$ cat src/rtl/vedic_pkg.sv
// ---------------------------------------------------------------------------
// vedic_pkg
// Shared definitions for the pipelined Vedic multiplier:
//   VM_LATENCY  - cycles from input transfer to out_valid with no stall
//   VM_ABS_MAX  - widest operand the magnitude helper handles
//   vm_stage_t  - per-stage control record (valid bit and result sign)
//   vedic_abs() - WIDTH-bit magnitude of an operand, optionally signed
// No ports; imported by the multiplier files.
// ---------------------------------------------------------------------------
package vedic_pkg;

    localparam int VM_LATENCY = 4;
    localparam int VM_ABS_MAX = 64;

    // Control travelling down the pipe with each operand pair. Tag and data
    // widths differ per stage, so those sit in separate registers beside it.
    typedef struct packed {
        logic valid;
        logic neg;
    } vm_stage_t;

    // Magnitude of the low 'width' bits of 'value'. In signed mode the most
    // negative value maps to 2^(width-1), which still fits in width bits.
    function automatic logic [VM_ABS_MAX-1:0] vedic_abs(
        input int                    width,
        input logic [VM_ABS_MAX-1:0] value,
        input logic                  signed_en
    );
        logic [VM_ABS_MAX-1:0] mask;
        logic [VM_ABS_MAX-1:0] v;
        logic [VM_ABS_MAX-1:0] result;
        mask   = (VM_ABS_MAX'(1) << width) - VM_ABS_MAX'(1);
        v      = value & mask;
        result = v;
        if (signed_en && (((v >> (width - 1)) & VM_ABS_MAX'(1)) != '0)) begin
            result = (~v + VM_ABS_MAX'(1)) & mask;
        end
        return result;
    endfunction

endpackage

$ cat src/rtl/vedic_nxn_comb.sv
// ---------------------------------------------------------------------------
// vedic_nxn_comb
// Combinational unsigned N x N Urdhva-Tiryagbhyam multiplier. N must be a
// power of two. Each level splits the operands into halves, forms the four
// cross products with recursive instances, and combines them vertically and
// crosswise; recursion bottoms out in a 2x2 gate-level cell.
// Ports:
//   a  in   N     multiplicand (unsigned)
//   b  in   N     multiplier   (unsigned)
//   p  out  2*N   product
// ---------------------------------------------------------------------------
module vedic_nxn_comb #(
    parameter int N = 8
) (
    input  logic [N-1:0]   a,
    input  logic [N-1:0]   b,
    output logic [2*N-1:0] p
);

    generate
        if (N == 1) begin : g_bit
            assign p = {1'b0, a & b};
        end else if (N == 2) begin : g_cell
            // 2x2 cell: the two crosswise bit products meet in a half adder,
            // whose carry then meets the vertical high-bit product.
            logic cross_c;
            assign cross_c = (a[1] & b[0]) & (a[0] & b[1]);
            assign p[0]    = a[0] & b[0];
            assign p[1]    = (a[1] & b[0]) ^ (a[0] & b[1]);
            assign p[2]    = (a[1] & b[1]) ^ cross_c;
            assign p[3]    = (a[1] & b[1]) & cross_c;
        end else begin : g_split
            localparam int M = N / 2;
            logic [N-1:0] ll;
            logic [N-1:0] hl;
            logic [N-1:0] lh;
            logic [N-1:0] hh;
            logic [N:0]   mid;

            vedic_nxn_comb #(.N(M)) u_ll (.a(a[M-1:0]), .b(b[M-1:0]), .p(ll));
            vedic_nxn_comb #(.N(M)) u_hl (.a(a[N-1:M]), .b(b[M-1:0]), .p(hl));
            vedic_nxn_comb #(.N(M)) u_lh (.a(a[M-1:0]), .b(b[N-1:M]), .p(lh));
            vedic_nxn_comb #(.N(M)) u_hh (.a(a[N-1:M]), .b(b[N-1:M]), .p(hh));

            // The two crosswise products share weight 2^M; their carry-out
            // is kept so the final addition never loses a bit.
            assign mid = {1'b0, hl} + {1'b0, lh};
            assign p   = {hh, ll} + ({{(N-1){1'b0}}, mid} << M);
        end
    endgenerate

endmodule

$ cat src/rtl/vedic_mult_pipe.sv
// ---------------------------------------------------------------------------
// vedic_mult_pipe
// Four-stage pipelined WIDTH x WIDTH Vedic multiplier with valid/ready on
// both sides. Each transaction selects unsigned or two's-complement operands
// and carries an opaque tag that comes back with its product.
//   S1: operand magnitudes, result sign, tag
//   S2: four half-width quadrant products (LL, HL, LH, HH)
//   S3: crosswise sum HL+LH with carry, plus LL and HH passed along
//   S4: full product assembled and negated when the sign says so
// The whole pipe advances together; it stalls only when a finished result is
// waiting and the consumer is not taking it.
// Ports:
//   clk        in   1        rising-edge clock
//   rst        in   1        synchronous active-high reset
//   in_valid   in   1        operand pair valid
//   in_ready   out  1        pipe can accept this cycle
//   in_a       in   WIDTH    multiplicand
//   in_b       in   WIDTH    multiplier
//   in_signed  in   1        1 = two's-complement operands, 0 = unsigned
//   in_tag     in   TAG_W    returned unchanged with the product
//   out_valid  out  1        product valid
//   out_ready  in   1        consumer accepts the product
//   out_prod   out  2*WIDTH  product
//   out_tag    out  TAG_W    tag of this product
// ---------------------------------------------------------------------------
module vedic_mult_pipe
    import vedic_pkg::*;
#(
    parameter int WIDTH = 16,
    parameter int TAG_W = 4
) (
    input  logic               clk,
    input  logic               rst,
    input  logic               in_valid,
    output logic               in_ready,
    input  logic [WIDTH-1:0]   in_a,
    input  logic [WIDTH-1:0]   in_b,
    input  logic               in_signed,
    input  logic [TAG_W-1:0]   in_tag,
    output logic               out_valid,
    input  logic               out_ready,
    output logic [2*WIDTH-1:0] out_prod,
    output logic [TAG_W-1:0]   out_tag
);

    localparam int H = WIDTH / 2;

    logic adv;

    vm_stage_t        s1_ctrl_q, s1_ctrl_d;
    logic [TAG_W-1:0] s1_tag_q,  s1_tag_d;
    logic [WIDTH-1:0] s1_a_q,    s1_a_d;
    logic [WIDTH-1:0] s1_b_q,    s1_b_d;

    vm_stage_t        s2_ctrl_q, s2_ctrl_d;
    logic [TAG_W-1:0] s2_tag_q,  s2_tag_d;
    logic [WIDTH-1:0] s2_ll_q,   s2_ll_d;
    logic [WIDTH-1:0] s2_hl_q,   s2_hl_d;
    logic [WIDTH-1:0] s2_lh_q,   s2_lh_d;
    logic [WIDTH-1:0] s2_hh_q,   s2_hh_d;

    vm_stage_t        s3_ctrl_q, s3_ctrl_d;
    logic [TAG_W-1:0] s3_tag_q,  s3_tag_d;
    logic [WIDTH-1:0] s3_ll_q,   s3_ll_d;
    logic [WIDTH:0]   s3_mid_q,  s3_mid_d;
    logic [WIDTH-1:0] s3_hh_q,   s3_hh_d;

    vm_stage_t          s4_ctrl_q, s4_ctrl_d;
    logic [TAG_W-1:0]   s4_tag_q,  s4_tag_d;
    logic [2*WIDTH-1:0] s4_prod_q, s4_prod_d;

    logic [WIDTH-1:0]   quad_ll;
    logic [WIDTH-1:0]   quad_hl;
    logic [WIDTH-1:0]   quad_lh;
    logic [WIDTH-1:0]   quad_hh;
    logic [2*WIDTH-1:0] mag_sum;

    // Quadrant products of the S1 magnitudes feed the S2 registers.
    vedic_nxn_comb #(.N(H)) u_quad_ll (.a(s1_a_q[H-1:0]),     .b(s1_b_q[H-1:0]),     .p(quad_ll));
    vedic_nxn_comb #(.N(H)) u_quad_hl (.a(s1_a_q[WIDTH-1:H]), .b(s1_b_q[H-1:0]),     .p(quad_hl));
    vedic_nxn_comb #(.N(H)) u_quad_lh (.a(s1_a_q[H-1:0]),     .b(s1_b_q[WIDTH-1:H]), .p(quad_lh));
    vedic_nxn_comb #(.N(H)) u_quad_hh (.a(s1_a_q[WIDTH-1:H]), .b(s1_b_q[WIDTH-1:H]), .p(quad_hh));

    // A single advance enable drives every stage, so bubbles hold in place
    // during a stall. in_ready depends only on state and out_ready.
    always_comb begin
        adv       = ~s4_ctrl_q.valid | out_ready;
        in_ready  = adv;
        out_valid = s4_ctrl_q.valid;
        out_prod  = s4_prod_q;
        out_tag   = s4_tag_q;
    end

    // Stage data loads only when the stage above it holds a real
    // transaction, so idle inputs (possibly X) never enter the datapath.
    always_comb begin
        s1_ctrl_d = s1_ctrl_q;
        s1_tag_d  = s1_tag_q;
        s1_a_d    = s1_a_q;
        s1_b_d    = s1_b_q;
        s2_ctrl_d = s2_ctrl_q;
        s2_tag_d  = s2_tag_q;
        s2_ll_d   = s2_ll_q;
        s2_hl_d   = s2_hl_q;
        s2_lh_d   = s2_lh_q;
        s2_hh_d   = s2_hh_q;
        s3_ctrl_d = s3_ctrl_q;
        s3_tag_d  = s3_tag_q;
        s3_ll_d   = s3_ll_q;
        s3_mid_d  = s3_mid_q;
        s3_hh_d   = s3_hh_q;
        s4_ctrl_d = s4_ctrl_q;
        s4_tag_d  = s4_tag_q;
        s4_prod_d = s4_prod_q;
        mag_sum   = {s3_hh_q, s3_ll_q} + ({{(WIDTH-1){1'b0}}, s3_mid_q} << H);

        if (adv) begin
            s1_ctrl_d.valid = in_valid;
            if (in_valid) begin
                s1_ctrl_d.neg = in_signed & (in_a[WIDTH-1] ^ in_b[WIDTH-1]);
                s1_tag_d      = in_tag;
                s1_a_d        = WIDTH'(vedic_abs(WIDTH, VM_ABS_MAX'(in_a), in_signed));
                s1_b_d        = WIDTH'(vedic_abs(WIDTH, VM_ABS_MAX'(in_b), in_signed));
            end

            s2_ctrl_d.valid = s1_ctrl_q.valid;
            if (s1_ctrl_q.valid) begin
                s2_ctrl_d.neg = s1_ctrl_q.neg;
                s2_tag_d      = s1_tag_q;
                s2_ll_d       = quad_ll;
                s2_hl_d       = quad_hl;
                s2_lh_d       = quad_lh;
                s2_hh_d       = quad_hh;
            end

            s3_ctrl_d.valid = s2_ctrl_q.valid;
            if (s2_ctrl_q.valid) begin
                s3_ctrl_d.neg = s2_ctrl_q.neg;
                s3_tag_d      = s2_tag_q;
                s3_ll_d       = s2_ll_q;
                s3_mid_d      = {1'b0, s2_hl_q} + {1'b0, s2_lh_q};
                s3_hh_d       = s2_hh_q;
            end

            s4_ctrl_d.valid = s3_ctrl_q.valid;
            if (s3_ctrl_q.valid) begin
                s4_ctrl_d.neg = s3_ctrl_q.neg;
                s4_tag_d      = s3_tag_q;
                s4_prod_d     = s3_ctrl_q.neg ? ('0 - mag_sum) : mag_sum;
            end
        end
    end

    // Reset clears data as well as valids so the outputs read zero and any
    // in-flight transactions are dropped.
    always_ff @(posedge clk) begin
        if (rst) begin
            s1_ctrl_q <= '0;
            s1_tag_q  <= '0;
            s1_a_q    <= '0;
            s1_b_q    <= '0;
            s2_ctrl_q <= '0;
            s2_tag_q  <= '0;
            s2_ll_q   <= '0;
            s2_hl_q   <= '0;
            s2_lh_q   <= '0;
            s2_hh_q   <= '0;
            s3_ctrl_q <= '0;
            s3_tag_q  <= '0;
            s3_ll_q   <= '0;
            s3_mid_q  <= '0;
            s3_hh_q   <= '0;
            s4_ctrl_q <= '0;
            s4_tag_q  <= '0;
            s4_prod_q <= '0;
        end else begin
            s1_ctrl_q <= s1_ctrl_d;
            s1_tag_q  <= s1_tag_d;
            s1_a_q    <= s1_a_d;
            s1_b_q    <= s1_b_d;
            s2_ctrl_q <= s2_ctrl_d;
            s2_tag_q  <= s2_tag_d;
            s2_ll_q   <= s2_ll_d;
            s2_hl_q   <= s2_hl_d;
            s2_lh_q   <= s2_lh_d;
            s2_hh_q   <= s2_hh_d;
            s3_ctrl_q <= s3_ctrl_d;
            s3_tag_q  <= s3_tag_d;
            s3_ll_q   <= s3_ll_d;
            s3_mid_q  <= s3_mid_d;
            s3_hh_q   <= s3_hh_d;
            s4_ctrl_q <= s4_ctrl_d;
            s4_tag_q  <= s4_tag_d;
            s4_prod_q <= s4_prod_d;
        end
    end

endmodule
$ cat config.mk
export PLATFORM = sky130hd
export DESIGN_NAME = vedic_mult_pipe
export DESIGN_NICKNAME = d
export VERILOG_FILES = /design/src/rtl/vedic_pkg.sv /design/src/rtl/vedic_nxn_comb.sv /design/src/rtl/vedic_mult_pipe.sv
export SDC_FILE = /design/constraint.sdc
export NUM_CORES = 1
export LEC_CHECK = 0
export CORE_UTILIZATION = 40
export CTS_BUF_LIST = sky130_fd_sc_hd__clkbuf_16
export CTS_CLUSTER_SIZE = 30
export DETAILED_ROUTE_END_ITERATION = 10
export DONT_BUFFER_PORTS = 1
export SLEW_MARGIN = 40
export SYNTH_ARGS = -nofsm -noshare
export SYNTH_HDL_FRONTEND = slang
export SYNTH_SLANG_ARGS = --single-unit
$ cat constraint.sdc
create_clock -name clk -period 10 [get_ports clk]
set_input_delay 1.5 -clock clk [delete_from_list [all_inputs] [get_ports clk]]
set_output_delay 1.5 -clock clk [all_outputs]
set_load 0.03 [all_outputs]
Word-level counts from Yosys, hierarchy flattened

Index checks and enable logic that the tools add are counted.

Register bits: 200
Output and inout bits: 38

Add/subtract/negate cells: 45
Multiplexer cells: 3
Bitwise gates (word level): 518
Reductions and logical operators: 6

Operators with widths:

| kind                                                                | number |
|---|---|
| 1-bit AND                                                           | 385 |
| 1-bit bitwise XOR                                                   | 129 |
| 8-bit by 7-bit adder with 8-bit output                              | 16 |
| 4-bit by 4-bit adder with 5-bit output                              | 16 |
| 16-bit by 13-bit adder with 16-bit output                           | 4 |
| 8-bit by 8-bit adder with 9-bit output                              | 4 |
| 16-bit by 1-bit adder with 16-bit output, second input constant     | 2 |
| 32-bit by 25-bit adder with 32-bit output                           | 1 |
| 16-bit 2-to-1 mux                                                   | 2 |
| 32-bit 2-to-1 mux                                                   | 1 |
| 16-bit NOT                                                          | 2 |
| 1-bit by 32-bit subtractor with 32-bit output, first input constant | 1 |
| 16-bit by 16-bit adder with 17-bit output                           | 1 |
| 2-bit AND reduction                                                 | 4 |
| 1-bit logical AND                                                   | 2 |
| 1-bit NOT                                                           | 1 |
| 1-bit OR                                                            | 1 |

Depth between registers and ports, before layout

Gate-level depths: netlist of the first run.

Depth in word-level cells: 7
Mapped depth: 22
Depth with buffers taken out: 21

Modules after synthesis

A second synthesis of the first run with hierarchy kept.

Cell total of the unflattened synthesis: 2616
Area, all modules: 21316.7 sq um

By module, submodules not included:

| module                                                   | instances | cells each | area each (sq um) | sequential area each (sq um) |
|---|---|---|---|---|
| vedic_mult_pipe                                          | 1         | 1312       | 10118.5           | 4003.8 |
| vedic_nxn_comb (u_quad_hh.g_split.u_hh ...)              | 16        | 34         | 311.5             | 0.0 |
| vedic_nxn_comb (u_quad_hh.g_split.u_hh.g_split.u_hh ...) | 64        | 6          | 50.0              | 0.0 |
| vedic_nxn_comb (u_quad_lh ...)                           | 2         | 95         | 762.0             | 0.0 |
| vedic_nxn_comb (u_quad_hh ...)                           | 2         | 93         | 743.2             | 0.0 |

Least setup slack after synthesis of the first run

OpenSTA, ideal clock, no wires.

Kind: reg-to-reg
From: register s1_b_q[0]
To: register s2_hl_q[12]
Setup time: 0.070 ns
Arrival time: 4.209 ns
Setup slack: 5.721 ns
Cell stages (with the launch flop): 20
Period minus slack after synthesis: 4.279 ns
Cells stage by stage: dfxtp_1 > clkbuf_1 > and2_1 > ha_1 > fa_1 > ha_1 > a21o_1 > a21oi_1 > xnor2_1 > inv_1 > fa_1 > nor2b_1 > o21ai_0 > a21boi_0 > o21ai_0 > a21boi_0 > o21ai_0 > nor3b_1 > or3_1 > a21oi_1

Word-level cells in the longest chain between the ends: 7
Elaborated cells between the ends (all ways): 30

Ends and longest elaborated chain:

| what                                           | RTL line                                   | RTL |
|---|---|---|
| start, declared                                | vedic_mult_pipe.sv:53                      | `logic [WIDTH-1:0] s1_b_q, s1_b_d;` |
| start signal, assigned                         | vedic_mult_pipe.sv:161                     | `s1_b_q <= '0;` |
| start signal, assigned                         | vedic_mult_pipe.sv:180                     | `s1_b_q <= s1_b_d;` |
| 1-bit AND                                      | vedic_nxn_comb.sv:27, vedic_nxn_comb.sv:29 |  |
| 1-bit AND                                      | vedic_nxn_comb.sv:27                       | `assign cross_c = (a[1] & b[0]) & (a[0] & b[1]);` |
| 1-bit bitwise XOR or 1-bit AND (tied branches) | vedic_nxn_comb.sv:30, vedic_nxn_comb.sv:31 |  |
| 4-bit by 4-bit adder with 5-bit output         | vedic_nxn_comb.sv:47                       | `assign mid = {1'b0, hl} + {1'b0, lh};` |
| 8-bit by 7-bit adder with 8-bit output         | vedic_nxn_comb.sv:48                       | `assign p = {hh, ll} + ({{(N-1){1'b0}}, mid} << M);` |
| 8-bit by 8-bit adder with 9-bit output         | vedic_nxn_comb.sv:47                       |  |
| 16-bit by 13-bit adder with 16-bit output *    | vedic_nxn_comb.sv:48                       |  |
| end signal, assigned                           | vedic_mult_pipe.sv:184                     | `s2_hl_q <= s2_hl_d;` |
| end, declared                                  | vedic_mult_pipe.sv:58                      | `logic [WIDTH-1:0] s2_hl_q, s2_hl_d;` |

Mark *: on every way between the ends. The rest lies on a longest branch, timed or not.
A chain may end at the register's enable or synchronous reset.

Final worst setup path of the first run

From: register s1_b_q[8]
To: register s2_lh_q[14]

Word-level cells in the longest chain between the ends: 7
Elaborated cells between the ends (all ways): 30

Ends and longest elaborated chain:

| what                                           | RTL line                                   | RTL |
|---|---|---|
| 1-bit AND                                      | vedic_nxn_comb.sv:27, vedic_nxn_comb.sv:29 |  |
| 1-bit AND                                      | vedic_nxn_comb.sv:27                       |  |
| 1-bit bitwise XOR or 1-bit AND (tied branches) | vedic_nxn_comb.sv:30, vedic_nxn_comb.sv:31 |  |
| 4-bit by 4-bit adder with 5-bit output         | vedic_nxn_comb.sv:47                       |  |
| 8-bit by 7-bit adder with 8-bit output         | vedic_nxn_comb.sv:48                       |  |
| 8-bit by 8-bit adder with 9-bit output         | vedic_nxn_comb.sv:47                       |  |
| 16-bit by 13-bit adder with 16-bit output *    | vedic_nxn_comb.sv:48                       |  |
| end signal, assigned                           | vedic_mult_pipe.sv:185                     | `s2_lh_q <= s2_lh_d;` |
| end, declared                                  | vedic_mult_pipe.sv:59                      | `logic [WIDTH-1:0] s2_lh_q, s2_lh_d;` |

Marks and branches as above.

==> results.toml, run 1 <==
[timing]
tightest_slew_ns = 0.894
period_share = 0.512
skew_ns = 0.0136
tns_ns = 0
min_period_ns = 5.12
rsz0062_at_grt = "no"
slew_violations = 0
setup_viol = 0
hold_viol = 0
slew_headroom = 0.403
hold_slack_ns = 0.454
timing.fmax_mhz = 195

[detailed_routing]
drtIter0Drc = 911
drc = 0
postRouteAntennaNets = 0
wl_per_cell_um = 15.7
vias = 16914
routed_wl_mm = 50.0
viasPerCell = 5.31
firstDrtPassIters = 5

[floorplan]
die-area_um2 = 52400
coreArea_um2 = 50500
die_x_um = 229
fp.dieH_um = 229
num_rows = 82
ioPinCount = 79
initial_core_util = 0.408

[setup_path]
crit_buf_inv = 1
reg2reg_slack_ns = 4.88
path_max_fanout = 17
crit_slowest_cell = "dfxtp_1"
cp_top_family = "compound AO/OA/AOI/OAI gates"
crit_path_start_kind = "register"
cp_cell_sequence = "and2_1 -> ha_1 -> fa_1 -> ha_1 -> a21o_1 -> a21oi_1 -> xnor2_1 -> inv_1 -> fa_1 -> nor2b_1 -> o21ai_0 -> a21boi_0 -> o21ai_0 -> a21boi_0 -> o21ai_0 -> a21boi_0 -> o21a_1 -> o211ai_1"
worstSetupPathType = "reg2reg"
cp-end-kind = "register"
arrival_ns = 5.48
cp_slowest_stage_delay_ns = 0.91
critPathRequiredTime_ns = 10.36

[status]
status = "finished clean"

[cells_and_area]
drive_above_1_share = 0.0278
finish.instance_area_um2 = 21600
final_cell_mix = "ha_1 (376), nand2_1 (280), a21oi_1 (270)"
antennaDiodeCount = 0
final_common_cell = "ha_1"
final_cells = 3187
fin_nets = 2961
areaGrowthSynthToFinish_pct = 5.19

[pwr]
switching_power_mw = 0.659
p_sw_frac = 0.330
finalPower_mw = 1.99
internal_power_mw = 1.33
power_frac_clock = 0.347
ir_drop_v = 0.000123
pwr-share-comb = 0.207
power_density_nw_per_um2 = 92.1
p_leak_nw = 10.6
p_seq_frac = 0.447

[flow_run]
drv_cap = 0

[clock_network]
cts_resized = 0
clk_pin_slew_ns = 0.08
clock-sinks = 200
clockBufferDepth = 2
htree_levels = 4
clk_latency_ns = 0.47
numCtsBuffers = 17
cts_root_buf = "clkbuf_16"
cts_tree = "built"
holdBufCountCts = 0
postCtsSetupBuffers = 0

[placement]
dp.cells = 3155
port_buffers = 0
dpl_cell_area_um2 = 21100
dp_hpwl_mm = 38.2
gp_congestion = 0.842

[yosys]
avgSynthCellArea_um2 = 7.95
synthesis.area_um2 = 20600
synthCells = 2589
synth_cell_types = 69
ys_seq_elements = 200
synth_async_sr_flop_share = 0
synth-edff-count = 0
seq_area_frac_synth = 0.195
ys.warnings.count = 0
ys.flop_type = "dfxtp_1"
syn-num-nets = 3048

[grt]
globalRouteTotalUtil = 0.192
grt_pass1_vias = 16307
grt_pass1_wl_mm = 82.3
antenna_found_initial = 1
grt.overflow.total = 0
grt_max_degree = 190

[hold_path]
hold_class = "reg2reg"
-- sequential cells by signal, summed over array words and instances (netlist names), 16 cells and up --
| register | count |
|---|---|
| out_prod | 32 |
| s1_a_q | 16 |
| s1_b_q | 16 |
| s2_hh_q | 16 |
| s2_hl_q | 16 |
| s2_lh_q | 16 |
| s2_ll_q | 16 |
| s3_hh_q | 16 |
| s3_ll_q | 16 |
| s3_mid_q | 17 |
-- path summary, 6_finish.rpt --
kind | from | endpoint | cells after the start
worst max-delay path | s1_b_q[8]$_SDFFE_PP0P_ | s2_lh_q[14]$_SDFFE_PP0P_ | 18
worst max register to register | s1_b_q[8]$_SDFFE_PP0P_ | s2_lh_q[14]$_SDFFE_PP0P_ | 18
worst min register to register | s2_hh_q[0]$_SDFFE_PP0P_ | s2_hh_q[0]$_SDFFE_PP0P_ | 2
worst min-delay path | s2_hh_q[0]$_SDFFE_PP0P_ | s2_hh_q[0]$_SDFFE_PP0P_ | 2
-- synthesized netlist by cell type, types with 12 or more instances --
cell type	number	area [um2]
ha_1	376	4700
nand2_1	283	1060
a21oi_1	270	1350
and2_1	258	1610
dfxtp_1	200	4000
inv_1	168	631
xnor2_1	155	1360
nor2_1	143	537
clkbuf_1	107	402
a21o_1	82	616
o21ai_0	82	410
xor2_1	53	464
a211oi_1	50	375
fa_1	42	841
nor3_1	34	170
nand3_1	32	160
o21bai_1	30	225
nor2b_1	26	163
nand2b_1	20	125
or3_1	16	100
o211ai_1	15	113
o31ai_1	12	90.1
-- routing by layer --
metal  wire length (um)  vias up  global-route usage
met1              24800     7892               0.262
li1                   -     8723                   -
met3               1840       46              0.0299
met4                814        0              0.0475
met5                  0        -                   0
met2              22500      253               0.313
-- power groups by stage --
stage | clock network, mW | registers (mW) | logic, mW
after floorplan | 0 | 0.868 | 0.341
after global placement | 0 | 0.907 | 0.400
after detailed placement | 0 | 0.910 | 0.407
after CTS | 0.708 | 0.891 | 0.413
after global routing | 0.740 | 0.896 | 0.466
final | 0.691 | 0.891 | 0.412
-- tightest hold or removal path: stages, from the launching register on --
cell,delay (ns)
dfxtp_1,0.31
nand2_1,0.05
a21oi_1,0.05
-- area by class of cell --
| type | instances | area, um2 |
|---|---|---|
| inverter | 169 | 634 |
| multi-input combinational | 2105 | 15500 |
| tap | 672 | 841 |
| clock buffer | 17 | 425 |
| sequential | 200 | 4010 |
| clock inverter | 15 | 156 |
| fill | 5161 | 28800 |
| timing repair buffer | 9 | 67.6 |
-- kinds of logic after synthesis --
kind of cell	Yosys count	share of synthesized area
buffers and inverters	284	0.0528
and+or+nand+nor	861	0.210
muxes	2	0.00103
xor gates and xnor gates	208	0.0885
DFF	200	0.195
adders and majority gates	418	0.269
AOI/OAI and AO/OA	616	0.184
-- per-stage QoR --
step                 util  worst slack [ns]
floorplan               -              5.72
global placement    0.417              4.97
detailed placement  0.417              4.89
CTS                 0.429              4.88
global route        0.429              4.45
finish              0.429              4.88
No activity file was read; power rests on OpenSTA's default activity.
==> inputs of run 2 (changes only) <==
--- a/config.mk
+++ b/config.mk
@@ -5,6 +5,7 @@
 export SDC_FILE = /design/constraint.sdc
 export NUM_CORES = 1
 export LEC_CHECK = 0
+export ABC_AREA = 1
 export CORE_UTILIZATION = 40
 export CTS_BUF_LIST = sky130_fd_sc_hd__clkbuf_16
 export CTS_CLUSTER_SIZE = 30
==> constraint.sdc (replaced) <==
create_clock -name clk -period 5.25 [get_ports clk]
set_input_delay 0.7875 -clock clk [delete_from_list [all_inputs] [get_ports clk]]
set_output_delay 0.7875 -clock clk [all_outputs]
set_load 0.03 [all_outputs]
==> run 2 against run 1 <==
The run now ends with design-rule violations left. Wire length grew 5.8%. Power grew 120%. Register-to-register slack lost 4.4 ns. Sequential power grew 95%. Fmax grew 6.7%. Critical path type unchanged.
==> results.toml, run 2 <==
[timing]
hold_viol = 0
slew_headroom = 0.479
skew_ns = 0.0154
setup_viol = 0
rsz0062_at_grt = "no"
tightest_slew_ns = 0.780
slew_violations = 0
min_period_ns = 4.80
timing.fmax_mhz = 208
period_share = 0.914
tns_ns = 0

[yosys]
synth_common_cells = "nand2_1 (619), inv_1 (593), ha_1 (376)"
ys_top_cells_by_area = "ha_1 (22%), dfxtp_1 (19%), nand2_1 (11%), inv_1 (10%), a21oi_1 (6.1%)"
synth_async_sr_flop_share = 0
seq_area_frac_synth = 0.186
synthesis.area_um2 = 21500
syn-num-nets = 3659
synthCells = 3200
synth-edff-count = 0
synth_area_leader_cell = "ha_1"
ys.warnings.count = 0
synth_cell_types = 46
synth.most_common_cell = "nand2_1"
ys_seq_elements = 200
ys.flop_type = "dfxtp_1"
avgSynthCellArea_um2 = 6.73
synth_top_area_share = 0.218

[clock_network]
holdBufCountCts = 0
clk_latency_ns = 0.47
cts_root_buf = "clkbuf_16"
postCtsSetupBuffers = 0
cts_tree = "built"
clock-sinks = 200
numCtsBuffers = 17
cts_resized = 0
clockBufferDepth = 2
htree_levels = 4
clk_pin_slew_ns = 0.08

[detailed_routing]
routed_wl_mm = 52.9
firstDrtPassIters = 8
wl_per_cell_um = 13.7
drc = 10
postRouteAntennaNets = 0
drtIter0Drc = 922
vias = 18362
viasPerCell = 4.77

[setup_path]
rr_startpoint = "s1_b_q[1]$_SDFFE_PP0P_"
crit_slowest_cell = "dfxtp_1"
reg2reg_slack_ns = 0.45
critPathRequiredTime_ns = 5.62
crit_path_start_kind = "register"
worstSetupPathType = "reg2reg"
path_max_fanout = 11
crit_buf_inv = 6
r2r_cells = 27
cp-end-kind = "register"
cp_top_family = "adder cells"
cp_slowest_stage_delay_ns = 0.55
arrival_ns = 5.17
timing.rr.end = "s2_ll_q[15]$_SDFFE_PP0P_"

[pwr]
ir_drop_v = 0.000282
p_leak_nw = 14.3
power_density_nw_per_um2 = 189

[cells_and_area]
final_common_cell = "nand2_1"
nFillCells = 5647
drive_above_1_share = 0.0518
largest_register_ffs = 32
areaGrowthSynthToFinish_pct = 6.99
final_cell_mix = "nand2_1 (618), inv_1 (592), ha_1 (376)"
antennaDiodeCount = 0
fin_nets = 3611
post-route-util = 0.436

[floorplan]
coreArea_um2 = 52900
fp.dieH_um = 234
ioPinCount = 79
num_rows = 84
initial_core_util = 0.407
die-area_um2 = 54800
die_x_um = 234

[grt]
grt.overflow.total = 0
grt_pass1_wl_mm = 88.5
grt_max_degree = 80
antenna_found_initial = 0
grt_pass1_vias = 17704
globalRouteTotalUtil = 0.201

[placement]
dp_hpwl_mm = 42.6
port_buffers = 0
gp_congestion = 0.849

[status]
violations = "design-rule violations"
status = "finished with violations"

[hold_path]
holdPathEnd = "s2_ll_q[0]$_SDFFE_PP0P_"
worstHoldStart = "rst"
hold_class = "in2reg"
hold_path_depth = 1

[flow_run]
drv_cap = 0
run 2: layout make-up:
cell class                 count  area [um2]  share of cell area
clock buffer                  17         425              0.0185
clock inverter                15         180             0.00782
inverter                     608        2280              0.0991
multi-input combinational   2263       14800               0.641
sequential                   200        4020               0.175
tap                          688         861              0.0374
timing repair buffer          62         498              0.0216
run 2: per-layer routing:
layer	vias up	wire [um]	global-route usage
met5	-	0	0
met4	0	625	0.0359
met3	34	1760	0.0230
met2	222	22900	0.332
met1	8080	27500	0.280
li1	10026	-	-
run 2: worst max path at each step:
| stage | startpoint | to | slack (ns) | cells past startpoint |
|---|---|---|---|---|
| 2_1_floorplan | s1_b_q[6]$_SDFFE_PP0P_ | s2_ll_q[15]$_SDFFE_PP0P_ | 0.67 | 28 |
| 3_3_place_gp | s1_b_q[0]$_SDFFE_PP0P_ | s2_ll_q[15]$_SDFFE_PP0P_ | 0.40 | 26 |
| 3_5_place_dp | s1_b_q[0]$_SDFFE_PP0P_ | s2_ll_q[15]$_SDFFE_PP0P_ | 0.31 | 26 |
| 4_1_cts | s1_a_q[14]$_SDFFE_PP0P_ | s2_hh_q[15]$_SDFFE_PP0P_ | 0.29 | 27 |
| 5_1_grt | s1_a_q[5]$_SDFFE_PP0P_ | s2_ll_q[15]$_SDFFE_PP0P_ | 0.02 | 26 |
| 6_report | s1_b_q[1]$_SDFFE_PP0P_ | s2_ll_q[15]$_SDFFE_PP0P_ | 0.45 | 27 |
run 2: cells by family (layout without fill, tap and decap cells):
| logic type | count (synthesis) | count (layout) | synth area share |
|---|---|---|---|
| AND/OR/NAND/NOR | 1085 | 1085 | 0.207 |
| buffers and inverters | 737 | 702 | 0.129 |
| AO/OA/AOI/OAI | 558 | 558 | 0.138 |
| adder cells (fa/ha/maj) | 418 | 418 | 0.257 |
| XOR/XNOR | 202 | 202 | 0.0821 |
| flip-flops | 200 | 200 | 0.186 |
run 2: power breakdown:
| group | switching (mW) | internal (mW) | leakage (nW) |
|---|---|---|---|
| Combinational | 0.775 | 0.472 | 12.4 |
| Sequential | 0.127 | 1.61 | 1.65 |
| Clock | 0.685 | 0.685 | 0.297 |
| Total | 1.59 | 2.77 | 14.3 |
run 2: worst register-to-register path, delay by kind of cell, from the launching register on:
family	cells	cell delay [ns]
compound gates	8	1.10
fa+ha+maj	5	1.57
simple gates	6	0.58
xor+xnor	2	0.28
buf+inv	6	0.63
flops	1	0.55
run 2: metrics by stage:
stage	worst slack (ns)	instances	area (um2)	total power, mW	hold WS, ns
4_1_cts	0.294	3852	23000	4.40	0.356
2_1_floorplan	0.669	3200	21500	2.67	0.430
3_5_place_dp	0.310	3820	22400	3.01	0.455
3_3_place_gp	0.402	3820	22400	3.01	0.450
5_1_grt	0.0225	3853	23000	4.64	0.358
6_report	0.453	3853	23000	4.36	0.382
